<file path="src/rtl/pipe_ctrl_if.sv">
// Handshake bundle between the pipeline stages and the pipeline controller.
// master = stage/register side, slave = controller side.
interface pipe_ctrl_if #(
    parameter int unsigned CNT_W = 16
);
    // Hazard information returned by the stages
    logic [3:0]       D_icode;
    logic [3:0]       d_srcA;
    logic [3:0]       d_srcB;
    logic [3:0]       E_icode;
    logic [3:0]       E_dstM;
    logic             e_Cnd;
    logic [3:0]       M_icode;
    logic [1:0]       m_stat;
    logic [1:0]       W_stat;

    // Pipeline register controls
    logic             F_stall;
    logic             D_stall;
    logic             D_bubble;
    logic             E_bubble;
    logic             M_bubble;
    logic             W_stall;

    // Status and performance counters
    logic             halted;
    logic [1:0]       exit_stat;
    logic [CNT_W-1:0] stall_cnt;
    logic [CNT_W-1:0] flush_cnt;
    logic [CNT_W-1:0] ret_cnt;

    modport master (
        output D_icode, d_srcA, d_srcB, E_icode, E_dstM, e_Cnd, M_icode, m_stat, W_stat,
        input  F_stall, D_stall, D_bubble, E_bubble, M_bubble, W_stall,
        input  halted, exit_stat, stall_cnt, flush_cnt, ret_cnt
    );

    modport slave (
        input  D_icode, d_srcA, d_srcB, E_icode, E_dstM, e_Cnd, M_icode, m_stat, W_stat,
        output F_stall, D_stall, D_bubble, E_bubble, M_bubble, W_stall,
        output halted, exit_stat, stall_cnt, flush_cnt, ret_cnt
    );
endinterface

</file>
<file path="src/rtl/pipe_ctrl.sv">
// Y86-64 pipeline controller: stall/bubble generation for F/D/E/M/W, halt/exception
// drain state machine and saturating performance counters.
module pipe_ctrl #(
    parameter int unsigned CNT_W = 16
) (
    input  logic       clk,
    input  logic       rst_n,
    pipe_ctrl_if.slave bus
);
    localparam logic [3:0] IcodeJxx    = 4'h7;
    localparam logic [3:0] IcodeRet    = 4'h9;
    localparam logic [3:0] IcodeMrmovq = 4'h5;
    localparam logic [3:0] IcodePopq   = 4'hB;
    localparam logic [3:0] RegNone     = 4'hF;
    localparam logic [1:0] StatAok     = 2'd0;

    localparam logic [1:0] StRun    = 2'd0;
    localparam logic [1:0] StDrain  = 2'd1;
    localparam logic [1:0] StHalted = 2'd2;

    logic [1:0]       state_q, state_d;
    logic [1:0]       exit_stat_q, exit_stat_d;
    // Set by reset, cleared at the first edge after release: forces the NOP-fill controls.
    logic             init_q;
    logic [CNT_W-1:0] stall_cnt_q, flush_cnt_q, ret_cnt_q;

    logic lu, rt, mp, xm, xw;
    logic f_stall, d_stall, d_bubble, e_bubble, m_bubble, w_stall;
    logic count_en;

    // Hazard terms from the stage information
    always_comb begin
        lu = ((bus.E_icode == IcodeMrmovq) || (bus.E_icode == IcodePopq)) &&
             (bus.E_dstM != RegNone) &&
             ((bus.E_dstM == bus.d_srcA) || (bus.E_dstM == bus.d_srcB));
        rt = (bus.D_icode == IcodeRet) || (bus.E_icode == IcodeRet) ||
             (bus.M_icode == IcodeRet);
        mp = (bus.E_icode == IcodeJxx) && !bus.e_Cnd;
        xm = (bus.m_stat != StatAok);
        xw = (bus.W_stat != StatAok);
    end

    // Stall/bubble controls from the current state and hazards
    always_comb begin
        f_stall  = lu | rt;
        d_stall  = lu;
        d_bubble = mp | (rt & ~lu);
        e_bubble = mp | lu;
        m_bubble = xm | xw;
        w_stall  = xw;
        if (init_q) begin
            f_stall  = 1'b0;
            d_stall  = 1'b0;
            w_stall  = 1'b0;
            d_bubble = 1'b1;
            e_bubble = 1'b1;
            m_bubble = 1'b1;
        end else begin
            case (state_q)
                StDrain: begin
                    f_stall  = 1'b1;
                    m_bubble = 1'b1;
                end
                StHalted: begin
                    f_stall  = 1'b1;
                    d_stall  = 1'b1;
                    w_stall  = 1'b1;
                    m_bubble = 1'b1;
                    d_bubble = 1'b0;
                    e_bubble = 1'b0;
                end
                default: ;
            endcase
        end
    end

    // Drain FSM next state; exit status captured on entry to HALTED
    always_comb begin
        state_d     = state_q;
        exit_stat_d = exit_stat_q;
        if ((state_q == StRun) || (state_q == StDrain)) begin
            if (xw) begin
                state_d     = StHalted;
                exit_stat_d = bus.W_stat;
            end else if ((state_q == StRun) && xm) begin
                state_d = StDrain;
            end
        end
    end

    // State, exit status and reset-fill flag
    always_ff @(posedge clk or negedge rst_n) begin
        if (!rst_n) begin
            state_q     <= StRun;
            exit_stat_q <= StatAok;
            init_q      <= 1'b1;
        end else begin
            state_q     <= state_d;
            exit_stat_q <= exit_stat_d;
            init_q      <= 1'b0;
        end
    end

    assign count_en = (state_q == StRun) && !init_q;

    // Saturating event counters, live only while running
    always_ff @(posedge clk or negedge rst_n) begin
        if (!rst_n) begin
            stall_cnt_q <= '0;
            flush_cnt_q <= '0;
            ret_cnt_q   <= '0;
        end else if (count_en) begin
            if (f_stall && (stall_cnt_q != '1)) stall_cnt_q <= stall_cnt_q + CNT_W'(1);
            if (mp && (flush_cnt_q != '1))      flush_cnt_q <= flush_cnt_q + CNT_W'(1);
            if ((bus.D_icode == IcodeRet) && !d_stall && (ret_cnt_q != '1)) begin
                ret_cnt_q <= ret_cnt_q + CNT_W'(1);
            end
        end
    end

    assign bus.F_stall   = f_stall;
    assign bus.D_stall   = d_stall;
    assign bus.D_bubble  = d_bubble;
    assign bus.E_bubble  = e_bubble;
    assign bus.M_bubble  = m_bubble;
    assign bus.W_stall   = w_stall;
    assign bus.halted    = (state_q == StHalted);
    assign bus.exit_stat = exit_stat_q;
    assign bus.stall_cnt = stall_cnt_q;
    assign bus.flush_cnt = flush_cnt_q;
    assign bus.ret_cnt   = ret_cnt_q;
endmodule

</file>
<file path="src/flat_wrapper.sv">
// flat-port wrapper written by rule: the top's interface ports become plain ports
module pipe_ctrl_flat 
#(
    parameter int unsigned CNT_W = 16
)
  (clk, rst_n, bus_D_icode, bus_d_srcA, bus_d_srcB, bus_E_icode, bus_E_dstM, bus_e_Cnd, bus_M_icode, bus_m_stat, bus_W_stat, bus_F_stall, bus_D_stall, bus_D_bubble, bus_E_bubble, bus_M_bubble, bus_W_stall, bus_halted, bus_exit_stat, bus_stall_cnt, bus_flush_cnt, bus_ret_cnt);
  pipe_ctrl_if #(.CNT_W(CNT_W)) bus_i ();
  input  logic clk;
  input  logic rst_n;
  input wire logic [$bits(bus_i.D_icode)-1:0] bus_D_icode;
  input wire logic [$bits(bus_i.d_srcA)-1:0] bus_d_srcA;
  input wire logic [$bits(bus_i.d_srcB)-1:0] bus_d_srcB;
  input wire logic [$bits(bus_i.E_icode)-1:0] bus_E_icode;
  input wire logic [$bits(bus_i.E_dstM)-1:0] bus_E_dstM;
  input wire logic [$bits(bus_i.e_Cnd)-1:0] bus_e_Cnd;
  input wire logic [$bits(bus_i.M_icode)-1:0] bus_M_icode;
  input wire logic [$bits(bus_i.m_stat)-1:0] bus_m_stat;
  input wire logic [$bits(bus_i.W_stat)-1:0] bus_W_stat;
  output wire logic [$bits(bus_i.F_stall)-1:0] bus_F_stall;
  output wire logic [$bits(bus_i.D_stall)-1:0] bus_D_stall;
  output wire logic [$bits(bus_i.D_bubble)-1:0] bus_D_bubble;
  output wire logic [$bits(bus_i.E_bubble)-1:0] bus_E_bubble;
  output wire logic [$bits(bus_i.M_bubble)-1:0] bus_M_bubble;
  output wire logic [$bits(bus_i.W_stall)-1:0] bus_W_stall;
  output wire logic [$bits(bus_i.halted)-1:0] bus_halted;
  output wire logic [$bits(bus_i.exit_stat)-1:0] bus_exit_stat;
  output wire logic [$bits(bus_i.stall_cnt)-1:0] bus_stall_cnt;
  output wire logic [$bits(bus_i.flush_cnt)-1:0] bus_flush_cnt;
  output wire logic [$bits(bus_i.ret_cnt)-1:0] bus_ret_cnt;
  assign bus_i.D_icode = bus_D_icode;
  assign bus_i.d_srcA = bus_d_srcA;
  assign bus_i.d_srcB = bus_d_srcB;
  assign bus_i.E_icode = bus_E_icode;
  assign bus_i.E_dstM = bus_E_dstM;
  assign bus_i.e_Cnd = bus_e_Cnd;
  assign bus_i.M_icode = bus_M_icode;
  assign bus_i.m_stat = bus_m_stat;
  assign bus_i.W_stat = bus_W_stat;
  assign bus_F_stall = bus_i.F_stall;
  assign bus_D_stall = bus_i.D_stall;
  assign bus_D_bubble = bus_i.D_bubble;
  assign bus_E_bubble = bus_i.E_bubble;
  assign bus_M_bubble = bus_i.M_bubble;
  assign bus_W_stall = bus_i.W_stall;
  assign bus_halted = bus_i.halted;
  assign bus_exit_stat = bus_i.exit_stat;
  assign bus_stall_cnt = bus_i.stall_cnt;
  assign bus_flush_cnt = bus_i.flush_cnt;
  assign bus_ret_cnt = bus_i.ret_cnt;
  pipe_ctrl #(.CNT_W(CNT_W)) u_core (.clk(clk), .rst_n(rst_n), .bus(bus_i));
endmodule
</file>
<file path="config.mk">
export PLATFORM = sky130hd
export DESIGN_NAME = pipe_ctrl_flat
export DESIGN_NICKNAME = d
export VERILOG_FILES = /design/src/rtl/pipe_ctrl_if.sv /design/src/rtl/pipe_ctrl.sv /design/src/flat_wrapper.sv
export SDC_FILE = /design/constraint.sdc
export NUM_CORES = 1
export LEC_CHECK = 0
export BUFFER_PORTS_ARGS = -buffer_cell sky130_fd_sc_hd__buf_4
export CAP_MARGIN = 10
export CORE_MARGIN = 4
export CORE_UTILIZATION = 50
export CTS_CLUSTER_SIZE = 20
export DETAILED_ROUTE_END_ITERATION = 10
export PLACE_DENSITY = 0.78
export SKIP_LAST_GASP = 1
export SYNTH_ARGS = -nofsm -noshare
export SYNTH_HDL_FRONTEND = slang
export SYNTH_SLANG_ARGS = --single-unit
</file>
<file path="constraint.sdc">
create_clock -name clk -period 2.64 [get_ports clk]
set_clock_uncertainty 0.15 [all_clocks]
set_input_delay 0.396 -clock clk [delete_from_list [all_inputs] [get_ports clk]]
set_output_delay 0.396 -clock clk [all_outputs]
set_load 0.01 [all_outputs]
</file>
==> flow_summary_export.csv <==
group,metric,value,unit
routing,via_per_inst,5.30,
timing,post-route-period-util,93.9,%
timing,tns,0,ns
routing,wl,6.32,mm
timing,maxSlewHeadroom,54.8,%
power_and_ir_drop,internal-power,1430,uW
routing,drt-wirelength-per-cell,14.7,um
grt,grt_remaining_overflow,0,
floorplan,initial_core_util,51.7,%
routing,vias,2275,
timing,fmax,403,MHz
logic_synthesis,syn_inst,265,
clock_network,clock_latency,0.31,ns
layout,drive_above_1_share,33.1,%
floorplan,die_area,0.00696,mm^2
outcome,status,"finished, final reports clean",
power_and_ir_drop,netSwitchingPower,609,uW
power_and_ir_drop,p_leak,0.00182,uW
routing,ant_nets,0,
floorplan,io_pins,88,
place,gp_congestion,0.880,
logic_synthesis,yosys_warnings,0,
grt,grt_max_degree,54,
setup_path,cp_max_fo,3,
setup_path,path_class,"reg -> out",
power_and_ir_drop,p_per_area,549,mW/mm^2
setup_path,arrival,1.93,ns
grt,gr-usage-all-layers,19.1,%
timing,fin_ws,0.160,ns
grt,antenna_found_initial,0,
floorplan,fp.dieH,83.4,um
layout,final_common_cell,"buf_4",
grt,first_global_vias,2225,
timing,rsz0062_at_grt,"no",
layout,layout_common_cells,"buf_4, dfrtp_1, xor2_1",
place,dpl.cell_count,421,
layout,finish.net_count,394,
logic_synthesis,async_reset_ff_share,100,%
place,pre_cts_ws,0.290,ns
timing,timing.final.crit_period,2.48,ns
power_and_ir_drop,total_power,2030,uW
clock_network,clockBufferDepth,2,
logic_synthesis,synth_top_area_share,45.7,%
power_and_ir_drop,pwr-share-seq,47.5,%
clock_network,cts_buffers,5,
layout,area_growth,30.1,%
routing,initialDrtViolationCount,82,
clock_network,path_clk_slew,0.09,ns
clock_network,clock-sinks,53,
place,io_buffers,87,
place,dp_hpwl,4.74,mm
timing,finalHoldViolations,0,
logic_synthesis,seq_area_frac_synth,46.7,%
routing,drcViolationCount,0,
clock_network,cts-root-buf,"clkbuf_8",
power_and_ir_drop,peakVddDrop,0.523,mV
logic_synthesis,synth_enable_flop_cells,0,
logic_synthesis,synth_nets,302,
floorplan,die_w,83.4,um
logic_synthesis,synthTopCellsByArea,"dfrtp_1, xor2_1, xnor2_1, nand3_1, nand2_1",
layout,antenna_cells,0,
logic_synthesis,yosys_register_bits,53,
logic_synthesis,netlist_area,0.00285,mm^2
setup_path,end_kind,"primary output",
layout,fin_cells,429,
power_and_ir_drop,combPwrFrac,25.6,%
power_and_ir_drop,switching_share,29.9,%
logic_synthesis,ys.flop_type,"dfrtp_1",
timing,slew_viol_final,0,
grt,grt_first_pass_wirelength,10.9,mm
clock_network,htreeDepth,2,
floorplan,row_count,27,
timing,tightestPinTransition,0.669,ns
setup_path,required,2.09,ns
timing,setup_viol,0,
clock_network,cts_setup_buffers,0,
setup_path,start_kind,"flip-flop",
floorplan,core_area,0.00551,mm^2
routing,drt_first_pass_iters,4,
job,maxCapViolCount,0,
logic_synthesis,synth.largest_area_cell,"dfrtp_1",
logic_synthesis,synth_cell_types,49,
clock_network,cts_tree,"built",
logic_synthesis,syn_area_per_cell,10.7,um^2
hold_path,hold_path.class,"in -> reg",
power_and_ir_drop,p_clk_share,26.9,%
[timing repair]
action / 4_1_cts / 5_1_grt
endpoints found under the hold margin: 37 / 0
hold buffers: 1 / 0
resized for setup: 1 / 0
setup endpoints to repair: 1 / 0
[state kept, by name, indices dropped and copies added, names as in the netlist]
signal,flops
u_core.bus.exit_stat,2
u_core.state_q,2
u_core.bus.ret_cnt,16
u_core.bus.flush_cnt,16
u_core.bus.stall_cnt,16
u_core.init_q,1
[kinds of logic (layout without fill, tap and decap cells)]
kind of cell / count (synthesis) / in the layout / synth area share, %
mux: 4 / 4 / 1.71
compound gates: 22 / 22 / 6.33
other cells: 1 / 1 / 0.132
buf+inv: 7 / 99 / 0.967
simple gates: 123 / 123 / 26.5
flops: 53 / 53 / 46.7
fa+ha+maj: 6 / 6 / 2.64
xor+xnor: 49 / 49 / 15.1
[worst max-delay path: stages, from the launching register on]
cell	delay, ns
dfrtp_1	0.36
inv_1	0.07
ha_1	0.34
nor4_4	0.46
and2_1	0.21
nor2_1	0.05
buf_4	0.14
[through the flow]
stage	hold WS [ns]	utilization (%)	cell area, um^2
6_report	0.231	67.2	3700
5_1_grt	0.248	67.2	3700
4_1_cts	0.228	67.2	3700
3_5_place_dp	0.320	64.9	3580
3_3_place_gp	0.312	64.9	3580
2_1_floorplan	-0.0496	-	2850
[Yosys cell counts, types with 2 or more instances]
library cell	n
xor2_1	25
ha_1	6
mux2_2	3
clkbuf_1	2
a21oi_4	2
o21a_1	3
nor4_4	3
nor3_1	5
nor2_1	23
nor4bb_1	2
nand3_1	21
a31oi_1	5
o21ai_0	4
nand4_1	11
xnor2_1	24
dfrtp_1	52
and4bb_2	3
and3_1	12
inv_1	4
nand2_1	23
and4_1	3
nand2b_1	2
[area by class of cell]
type                       count  area [um^2]
sequential                    53         1330
inverter                       4         15.0
fill                         461         1800
clock inverter                 2         38.8
clock buffer                   5         68.8
timing repair buffer          88          663
multi-input combinational    205         1500
tap                           72         90.1
[per-layer routing]
metal  routed length [um]  track usage (%)  vias up
met5                    0                0        -
met4                   73             5.41        0
met3                  412             5.56        7
met2                 2990             29.6       75
met1                 2850             26.2     1075
li1                     -                -     1118
[power groups by stage]
| stage | Combinational (uW) | Sequential [uW] | Clock (uW) |
|---|---|---|---|
| 6_report | 520 | 967 | 547 |
| 2_1_floorplan | 242 | 995 | 0 |
| 5_1_grt | 580 | 982 | 594 |
| 3_5_place_dp | 517 | 982 | 0 |
| 3_3_place_gp | 500 | 979 | 0 |
| 4_1_cts | 534 | 968 | 558 |
[worst paths after layout]
| check | start | to | slack (ns) | depth (start not counted) |
|---|---|---|---|---|
| hold / removal | bus_W_stat[0] | u_core.bus.exit_stat[0]$_DFFE_PN0P_ | 0.23 | 3 |
| setup / recovery | u_core.state_q[0]$_DFFE_PN0P_ | bus_F_stall | 0.16 | 6 |
| hold reg to reg | u_core.bus.exit_stat[0]$_DFFE_PN0P_ | u_core.bus.exit_stat[0]$_DFFE_PN0P_ | 0.34 | 2 |
| setup reg to reg | u_core.state_q[0]$_DFFE_PN0P_ | u_core.bus.ret_cnt[10]$_DFFE_PN0P_ | 0.37 | 7 |
| min in group asynchronous | rst_n | u_core.bus.exit_stat[1]$_DFFE_PN0P_ | 0.52 | 2 |
| max in group asynchronous | rst_n | u_core.bus.ret_cnt[13]$_DFFE_PN0P_ | 1.36 | 2 |
Power figures use the tool's default switching activity.
